[src/rtl/dma_pkg.sv]
// Shared definitions for the DMA channel scheduler: channel count,
// quota width, scheduler states and the channel-index type.
package dma_pkg;

  localparam int NCH     = 4;
  localparam int QUOTA_W = 4;

  typedef enum logic [1:0] {
    IDLE,
    XFER,
    RELEASE
  } state_e;

  typedef logic [1:0] ch_idx_t;

  // Convert a one-hot channel vector into its binary index (zero if empty).
  function automatic ch_idx_t onehot_to_idx(input logic [NCH-1:0] oh);
    ch_idx_t idx;
    idx = '0;
    for (int i = 0; i < NCH; i++) begin
      if (oh[i]) begin
        idx = ch_idx_t'(i);
      end
    end
    return idx;
  endfunction

endpackage

[src/rtl/dma_rr_pick.sv]
// Combinational round-robin picker: searches the eligible vector starting
// one position after ptr_i, wrapping around, and returns a one-hot winner.
module dma_rr_pick
  import dma_pkg::*;
(
  input  logic [NCH-1:0] eligible_i,
  input  ch_idx_t        ptr_i,
  output logic [NCH-1:0] winner_o,
  output logic           valid_o
);

  ch_idx_t idx;

  // Walk ptr+1, ptr+2, ... ptr+NCH; the 2-bit index wraps naturally because NCH is 4.
  always_comb begin
    winner_o = '0;
    valid_o  = 1'b0;
    idx      = '0;
    for (int k = 1; k <= NCH; k++) begin
      idx = ptr_i + ch_idx_t'(k);
      if (!valid_o && eligible_i[idx]) begin
        winner_o[idx] = 1'b1;
        valid_o       = 1'b1;
      end
    end
  end

endmodule

[src/rtl/dma_ch_sched.sv]
// Round-robin tenure scheduler sharing the single AHB master port among the
// DMA channels. Grants one eligible channel per tenure, counts its data
// beats against the programmed quota and acks the peripheral at tenure end.
module dma_ch_sched #(
  parameter int NCH     = dma_pkg::NCH,
  parameter int QUOTA_W = dma_pkg::QUOTA_W
) (
  input  logic                   clk,
  input  logic                   rst,
  input  logic [NCH-1:0]         req,
  input  logic [NCH-1:0]         ch_en,
  input  logic [NCH-1:0]         fifo_full,
  input  logic [NCH*QUOTA_W-1:0] quota,
  input  logic                   beat_done,
  input  logic                   ch_last,
  output logic [NCH-1:0]         grant,
  output logic [1:0]             grant_id,
  output logic                   busy,
  output logic [NCH-1:0]         ack
);

  import dma_pkg::*;

  state_e               state_q;
  logic [NCH-1:0]       grant_q;
  logic [NCH-1:0]       ack_q;
  ch_idx_t              grantId_q;
  ch_idx_t              ptr_q;
  logic                 busy_q;
  logic [QUOTA_W-1:0]   beatCnt_q;

  logic [NCH-1:0]       eligible;
  logic [NCH-1:0]       winnerOh;
  logic                 winnerValid;
  logic [QUOTA_W-1:0]   quotaG;
  logic                 tenureEnd;

  assign eligible = req & ch_en & ~fifo_full;

  dma_rr_pick uPick (
    .eligible_i (eligible),
    .ptr_i      (ptr_q),
    .winner_o   (winnerOh),
    .valid_o    (winnerValid)
  );

  // Tenure end: abort on channel disable, or a beat that hits quota, last or FIFO full.
  always_comb begin
    quotaG    = quota[grantId_q*QUOTA_W +: QUOTA_W];
    tenureEnd = ~ch_en[grantId_q]
              | (beat_done & ((beatCnt_q == quotaG) | ch_last | fifo_full[grantId_q]));
  end

  // Scheduler FSM with registered grant/busy/ack, beat counter and round-robin pointer.
  always_ff @(posedge clk) begin
    if (rst) begin
      state_q   <= IDLE;
      grant_q   <= '0;
      grantId_q <= '0;
      busy_q    <= 1'b0;
      ack_q     <= '0;
      beatCnt_q <= '0;
      ptr_q     <= ch_idx_t'(NCH-1);
    end else begin
      case (state_q)
        IDLE: begin
          ack_q <= '0;
          if (winnerValid) begin
            grant_q   <= winnerOh;
            grantId_q <= onehot_to_idx(winnerOh);
            busy_q    <= 1'b1;
            beatCnt_q <= '0;
            state_q   <= XFER;
          end
        end
        XFER: begin
          if (tenureEnd) begin
            grant_q <= '0;
            busy_q  <= 1'b0;
            ack_q   <= grant_q;
            ptr_q   <= grantId_q;
            state_q <= RELEASE;
          end else if (beat_done) begin
            beatCnt_q <= beatCnt_q + QUOTA_W'(1);
          end
        end
        RELEASE: begin
          ack_q   <= '0;
          state_q <= IDLE;
        end
        default: begin
          state_q <= IDLE;
        end
      endcase
    end
  end

  assign grant    = grant_q;
  assign grant_id = grantId_q;
  assign busy     = busy_q;
  assign ack      = ack_q;

endmodule
[config.mk]
export PLATFORM = sky130hd
export DESIGN_NAME = dma_ch_sched
export DESIGN_NICKNAME = d
export VERILOG_FILES = /design/src/rtl/dma_pkg.sv /design/src/rtl/dma_rr_pick.sv /design/src/rtl/dma_ch_sched.sv
export SDC_FILE = /design/constraint.sdc
export NUM_CORES = 1
export LEC_CHECK = 0
export ABC_CLOCK_PERIOD_IN_PS = 3260
export CAP_MARGIN = 20
export CORE_MARGIN = 3
export CORE_UTILIZATION = 48
export DETAILED_ROUTE_END_ITERATION = 8
export GPL_TIMING_DRIVEN = 0
export PLACE_DENSITY = 0.78
export REMOVE_ABC_BUFFERS = 1
export SYNTH_ARGS = -nofsm -noshare
export SYNTH_HDL_FRONTEND = slang
export SYNTH_HIERARCHICAL = 1
export SYNTH_SLANG_ARGS = --single-unit
[constraint.sdc]
create_clock -name clk -period 3.26 [get_ports clk]
set_clock_uncertainty 0.2 [all_clocks]
set_input_delay 0.652 -clock clk [delete_from_list [all_inputs] [get_ports clk]]
set_output_delay 0.652 -clock clk [all_outputs]
set_load 0.03 [all_outputs]
# After elaboration in Yosys (flattened, before gate mapping)
# Cells that the tools add are included.
[word_totals] ff_bits=19 latch_bits=0 mem_bits_rw=0 mem_bits_ro=0 in_bits=32 output_inout_bits=11 n_memories=0
[classes] add_sub_neg=4 mul=0 div_mod_pow=0 magnitude_cmp=9 eq_ne=7 shifts=1 n_mux=46 n_bitwise=11 reduce_logical=20
[op_table] op="$mux 4" count=10
[op_table] op="$pmux 4 s2" count=3
[op_table] op="$mux 1" count=17
[op_table] op="$shiftx 16x5->4" count=1
[op_table] op="$lt 2x3->1 const B" count=5
[op_table] op="$bmux 1 s2" count=6
[op_table] op="$or 4x4->4" count=3
[op_table] op="$and 4x4->4" count=2
[op_table] op="$demux 1 s2" count=4
[op_table] op="$ge 2x1->1 const B" count=4
[op_table] op="$mux 2" count=4
[op_table] op="$reduce_and 2->1" count=4
[op_table] op="$logic_and 1x1->1" count=7
[op_table] op="$ne 2x2->1 const B" count=3
[op_table] op="$add 2x2->2 const B" count=2
[op_table] op="$add 4x1->4 const B" count=1
[op_table] op="$eq 4x4->1" count=1
[op_table] op="$not 4->4" count=1
[op_table] op="$pmux 2 s2" count=1
[op_table] op="$reduce_and 4->1" count=1
[op_table] op="$reduce_bool 2->1" count=2
[op_table] op="$logic_not 1->1" count=3
[op_table] op="$or 1x1->1" count=3
[op_table] op="$reduce_and 3->1" count=1
[op_table] op="9 further kinds" count=9

# Logic depth before layout (Yosys ltp)
# Gate-level depths: netlist (run 1).
[logic_depth] word_depth=17 ltp_mapped=10 depth_no_buf=9

# Hierarchy
# The synthesis (run 1) kept the hierarchy.
[modules_own_cells] module="dma_ch_sched" n_inst=1 cells_per_inst=118 area_per_inst_um2=1168.6 seq_area_each_um2=380.4
[modules_own_cells] module="dma_rr_pick" n_inst=1 cells_per_inst=48 area_per_inst_um2=415.4 seq_area_each_um2=0.0

# Worst setup path after synthesis (run 1)
# No wires, ideal clock.
[synth_timing] kind="in2reg" from="input ch_en[1]" to="register grant_q[3] (netlist: grant[3])" setup_ns=0.086 t_arrival_ns=2.275 t_required_ns=2.974 slack_ns=0.700 cell_stages=8 n_path_buf=0 cell_sequence="nand2_1 -> nor2_1 -> or3b_1 -> a2111o_1 -> nand3_2 -> a221o_1 -> a211oi_1 -> a211oi_1"
[synth_between] elab_chain_cells=16 word_cells_on_any_way=36
[synth_lines] item="from (decl)" line="dma_ch_sched.sv:11" rtl="input logic [NCH-1:0] ch_en,"
[synth_lines] item="$and 4x4->4 * (2 in a row)" line="dma_ch_sched.sv:38" rtl="assign eligible = req & ch_en & ~fifo_full;"
[synth_lines] item="named net eligible[1]" line="dma_ch_sched.sv:32" rtl="logic [NCH-1:0] eligible;"
[synth_lines] item="$bmux 1 s2" line="dma_rr_pick.sv:21" rtl="if (!valid_o && eligible_i[idx]) begin"
[synth_lines] item="$mux 1 (not written as such)" line="dma_rr_pick.sv:21"
[synth_lines] item="$mux 1" line="dma_rr_pick.sv:21"
[synth_lines] item="$logic_not 1->1" line="dma_rr_pick.sv:21"
[synth_lines] item="$logic_and 1x1->1" line="dma_rr_pick.sv:21"
[synth_lines] item="$mux 1" line="dma_rr_pick.sv:21"
[synth_lines] item="$logic_not 1->1" line="dma_rr_pick.sv:21"
[synth_lines] item="$logic_and 1x1->1" line="dma_rr_pick.sv:21"
[synth_lines] item="$mux 1" line="dma_rr_pick.sv:21"
[synth_lines] item="$logic_not 1->1" line="dma_rr_pick.sv:21"
[synth_lines] item="$logic_and 1x1->1" line="dma_rr_pick.sv:21"
[synth_lines] item="$mux 4 *" line="dma_rr_pick.sv:21"
[synth_lines] item="named net winnerOh[3]" line="dma_ch_sched.sv:33" rtl="logic [NCH-1:0] winnerOh;"
[synth_lines] item="$mux 4 *" line="dma_ch_sched.sv:68" rtl="if (winnerValid) begin"
[synth_lines] item="$pmux 4 s2 *" line="dma_ch_sched.sv:65" rtl="case (state_q)"
[synth_lines] item="to (signal assigned)" line="dma_ch_sched.sv:69" rtl="grant_q <= winnerOh;"
[synth_lines] item="to (decl)" line="dma_ch_sched.sv:25" rtl="logic [NCH-1:0] grant_q;"
# The timed path passes the listed nets; every way through them passes the cells marked *. The select of a mux whose other input is x is not followed.
# A chain may end at the register's enable or synchronous reset.

# Final worst setup path (run 1)
# Same ends and word-level chain as after synthesis.

==> out/qor.csv, run 1 <==
stage;metric;value;unit
global_route;Overflow after GRT;0;
synthesis;Post-Syn Area;1580;sq um
global_route;vias in the first global route;1411;
drt;ANT nets after route;0;
global_route;initial antenna violation count;0;
critical_path;Worst EP arrival;3.02;ns
final_layout;fin util;65.8;%
power_and_ir_drop;Tot Pwr;666;uW
placed_design;global placement routability congestion;0.790;
synthesis;asr flop ratio synth;0;%
synthesis;cell count after synthesis;166;
run_status;status;finished, final reports clean;
sta;Slew @ Worst Pin;0.862;ns
clocking;H-tree Lvls;1;
sta;period utilization;92.5;%
sta;Final Hold Viols;0;
floorplanning;Die Area;4030;sq um
sta;relative slew slack;42.3;%
synthesis;number of flops mapped to enable cells by yosys;0;
clocking;PostCTS Resize Cnt;0;
critical_path;startpoint types;input port;
synthesis;synthesis warning total;6;
sta;unrepaired setup endpoints after global routing;false;
drt;DR pass1 iterations;4;
floorplanning;core area;3100;sq um
critical_path;max incr delay on CP;0.48;ns
clocking;Post-CTS Setup Inserts;0;
drt;remaining routing DRC violations;0;
min_path;Hold Path Class;reg -> reg;
clocking;CTS hold repair buffers;0;
run;maxcap violations;0;
final_layout;ant diodes;0;
clocking;clk sinks;19;
drt;Routed WL;3.58;mm
final_layout;Post-Layout Cell Count;248;
clocking;CTS tree;built;
final_layout;most frequent cells in the layout;clkdlybuf4s50_1, mux2i_1, dfxtp_1;
sta;Setup violations, final;0;
synthesis;Avg Inst Size Synth;9.54;sq um
drt;initial detailed-routing violation count;66;
synthesis;Yosys reg bits;19;
clocking;Clock transition at path regs;0.10;ns
sta;Peak Freq;332;MHz
critical_path;crit path capture type;register;
drt;Vias;1365;
critical_path;Data required, critical path;3.26;ns
clocking;Clock Root Buffer;clkbuf_4;
synthesis;post-synthesis sequential area ratio;24.0;%
critical_path;worst setup path class;in -> reg;
global_route;Total GRT Usage;19.3;%
floorplanning;starting density of the core;51.0;%
floorplanning;# rows;20;
power_and_ir_drop;maximum vdd ir drop;0.151;mV
placed_design;placed insts;244;
drt;average wire per standard cell;14.4;microns
placed_design;DP Wirelength;2.85;mm
floorplanning;Die Span Y;63.4;microns
power_and_ir_drop;Power Dens Cells;326;nW/um^2
clocking;number of CTS-inserted buffers;3;
power_and_ir_drop;LEAKAGE;0.000793;uW
floorplanning;die span in x;63.4;microns
synthesis;post-synth cell types;37;
clocking;clk_lat worst skew;0.29;ns
clocking;Longest Clk Path Bufs;2;
global_route;first-pass GRT wire length;6.42;mm
critical_path;crit-path max FO;8;
sta;crit path time final;3.01;ns
final_layout;nets;246;
final_layout;synth-to-layout area growth;28.9;%
drt;Via density;5.50;
sta;Slew Viols, Final;0;
final_layout;most common cell after layout, fill and taps aside;clkdlybuf4s50_1;
synthesis;Main synth FF type;dfxtp_1;
final_layout;layout cell share with drive strength beyond 1;9.80;%
placed_design;Port Buffers;42;
critical_path;crit path max-delay cell type;clkdlybuf4s50_1;
global_route;largest net degree at the start of global routing;32;
critical_path;Critical Path, Cell by Cell;clkdlybuf4s50_1 > nand2_1 > nor2_1 > or3b_1 > a2111o_1 > nand3_2 > a221o_1 > a211oi_1 > a211oi_1;
critical_path;crit-path most repeated cell;a211oi_1;
floorplanning;top-level I/O count;43;
-- worst max-delay path: cells and delay by family --
family                 cells  cell delay [ns]
AO/OA/AOI/OAI              4             1.02
AND/OR/NAND/NOR            4             0.87
buffers and inverters      1             0.48
-- cell usage after synthesis (2+ instances only) --
master | count | share of area [%]
nand4_1 | 4 | 1.6
xnor2_2 | 4 | 4.1
inv_1 | 6 | 1.4
ha_1 | 9 | 7.1
dfxtp_1 | 19 | 24
a21oi_1 | 3 | 0.95
and2_1 | 2 | 0.79
buf_6 | 2 | 1.4
mux2i_1 | 20 | 13
nor3_1 | 6 | 1.9
mux4_2 | 6 | 8.5
clkbuf_1 | 5 | 1.2
nand2b_1 | 8 | 3.2
nand3b_1 | 10 | 4.7
mux2_2 | 2 | 1.4
a211oi_1 | 6 | 2.8
nand3_1 | 2 | 0.63
nand2_1 | 14 | 3.3
a221o_1 | 4 | 2.5
nor2b_1 | 2 | 0.79
nor2_1 | 16 | 3.8
-- registers in the layout, indices dropped and copies added, names as in the netlist --
register   cells
grant          4
ptr_q          2
beatCnt_q      4
state_q        2
grant_id       2
busy           1
ack            4
-- cell type report --
class | count | area (sq um)
clock buffer | 4 | 26.3
fill | 283 | 1060
inverter | 6 | 22.5
multi-input combinational | 133 | 1140
sequential | 19 | 382
tap | 44 | 55.1
timing repair buffer | 42 | 420
-- report_power, final --
group          internal [uW]  switching, uW
combinational            145            133
sequential               245           27.7
clock                   47.6           67.5
-- cells by family after synthesis --
logic type | count (synthesis) | share of synthesized area, %
buffers and inverters | 14 | 4.27
AND/OR/NAND/NOR | 72 | 26.4
multiplexers | 29 | 24.2
AO/OA/AOI/OAI | 19 | 9.87
adder cells (fa/ha/maj) | 9 | 7.11
XOR/XNOR | 4 | 4.11
flip-flops | 19 | 24.0
-- final timing paths --
kind,slack (ns),cells after the start,from,to
setup / recovery,0.25,9,ch_en[1],grant[3]$_SDFFE_PP0P_
hold / removal,0.28,2,busy$_SDFFE_PP0P_,busy$_SDFFE_PP0P_
setup reg to reg,0.31,8,ptr_q[0]$_SDFFE_PP1P_,grant[3]$_SDFFE_PP0P_
hold reg to reg,0.28,2,busy$_SDFFE_PP0P_,busy$_SDFFE_PP0P_
-- metal layers --
layer | GRT usage (%) | share of wire [%]
met4 | 2.70 | 0
met5 | 0 | 0
met2 | 38.1 | 59
met3 | 3.92 | 1.7
met1 | 21.3 | 40
-- stage by stage --
stage	hold slack, ns	worst slack (ns)	TNS [ns]	cell area [sq um]
global route	0.313	0.0803	0	2040
global placement	0.264	-0.00304	-0.00304	2010
CTS	0.288	0.241	0	2040
detailed placement	0.272	-0.0523	-0.160	2010
finish	0.282	0.245	0	2040
floorplan	0.312	0.679	0	1540
No activity file was read; power rests on OpenSTA's default activity.
==> inputs of run 2 (changes only) <==
==> constraint.sdc (replaced) <==
create_clock -name clk -period 3.26 [get_ports clk]
set_clock_uncertainty 0.2 [all_clocks]
set_input_delay 0.652 -clock clk [delete_from_list [all_inputs] [get_ports clk]]
set_output_delay 0.652 -clock clk [all_outputs]
set_load 0.05 [all_outputs]
==> results of run 2 <==
Same layout as run 1 (identical final DEF). Status: finished, final reports clean.
Among the figures that moved: total power 666 uW -> 678 uW; worst IR drop on VDD 0.151 mV -> 0.152 mV
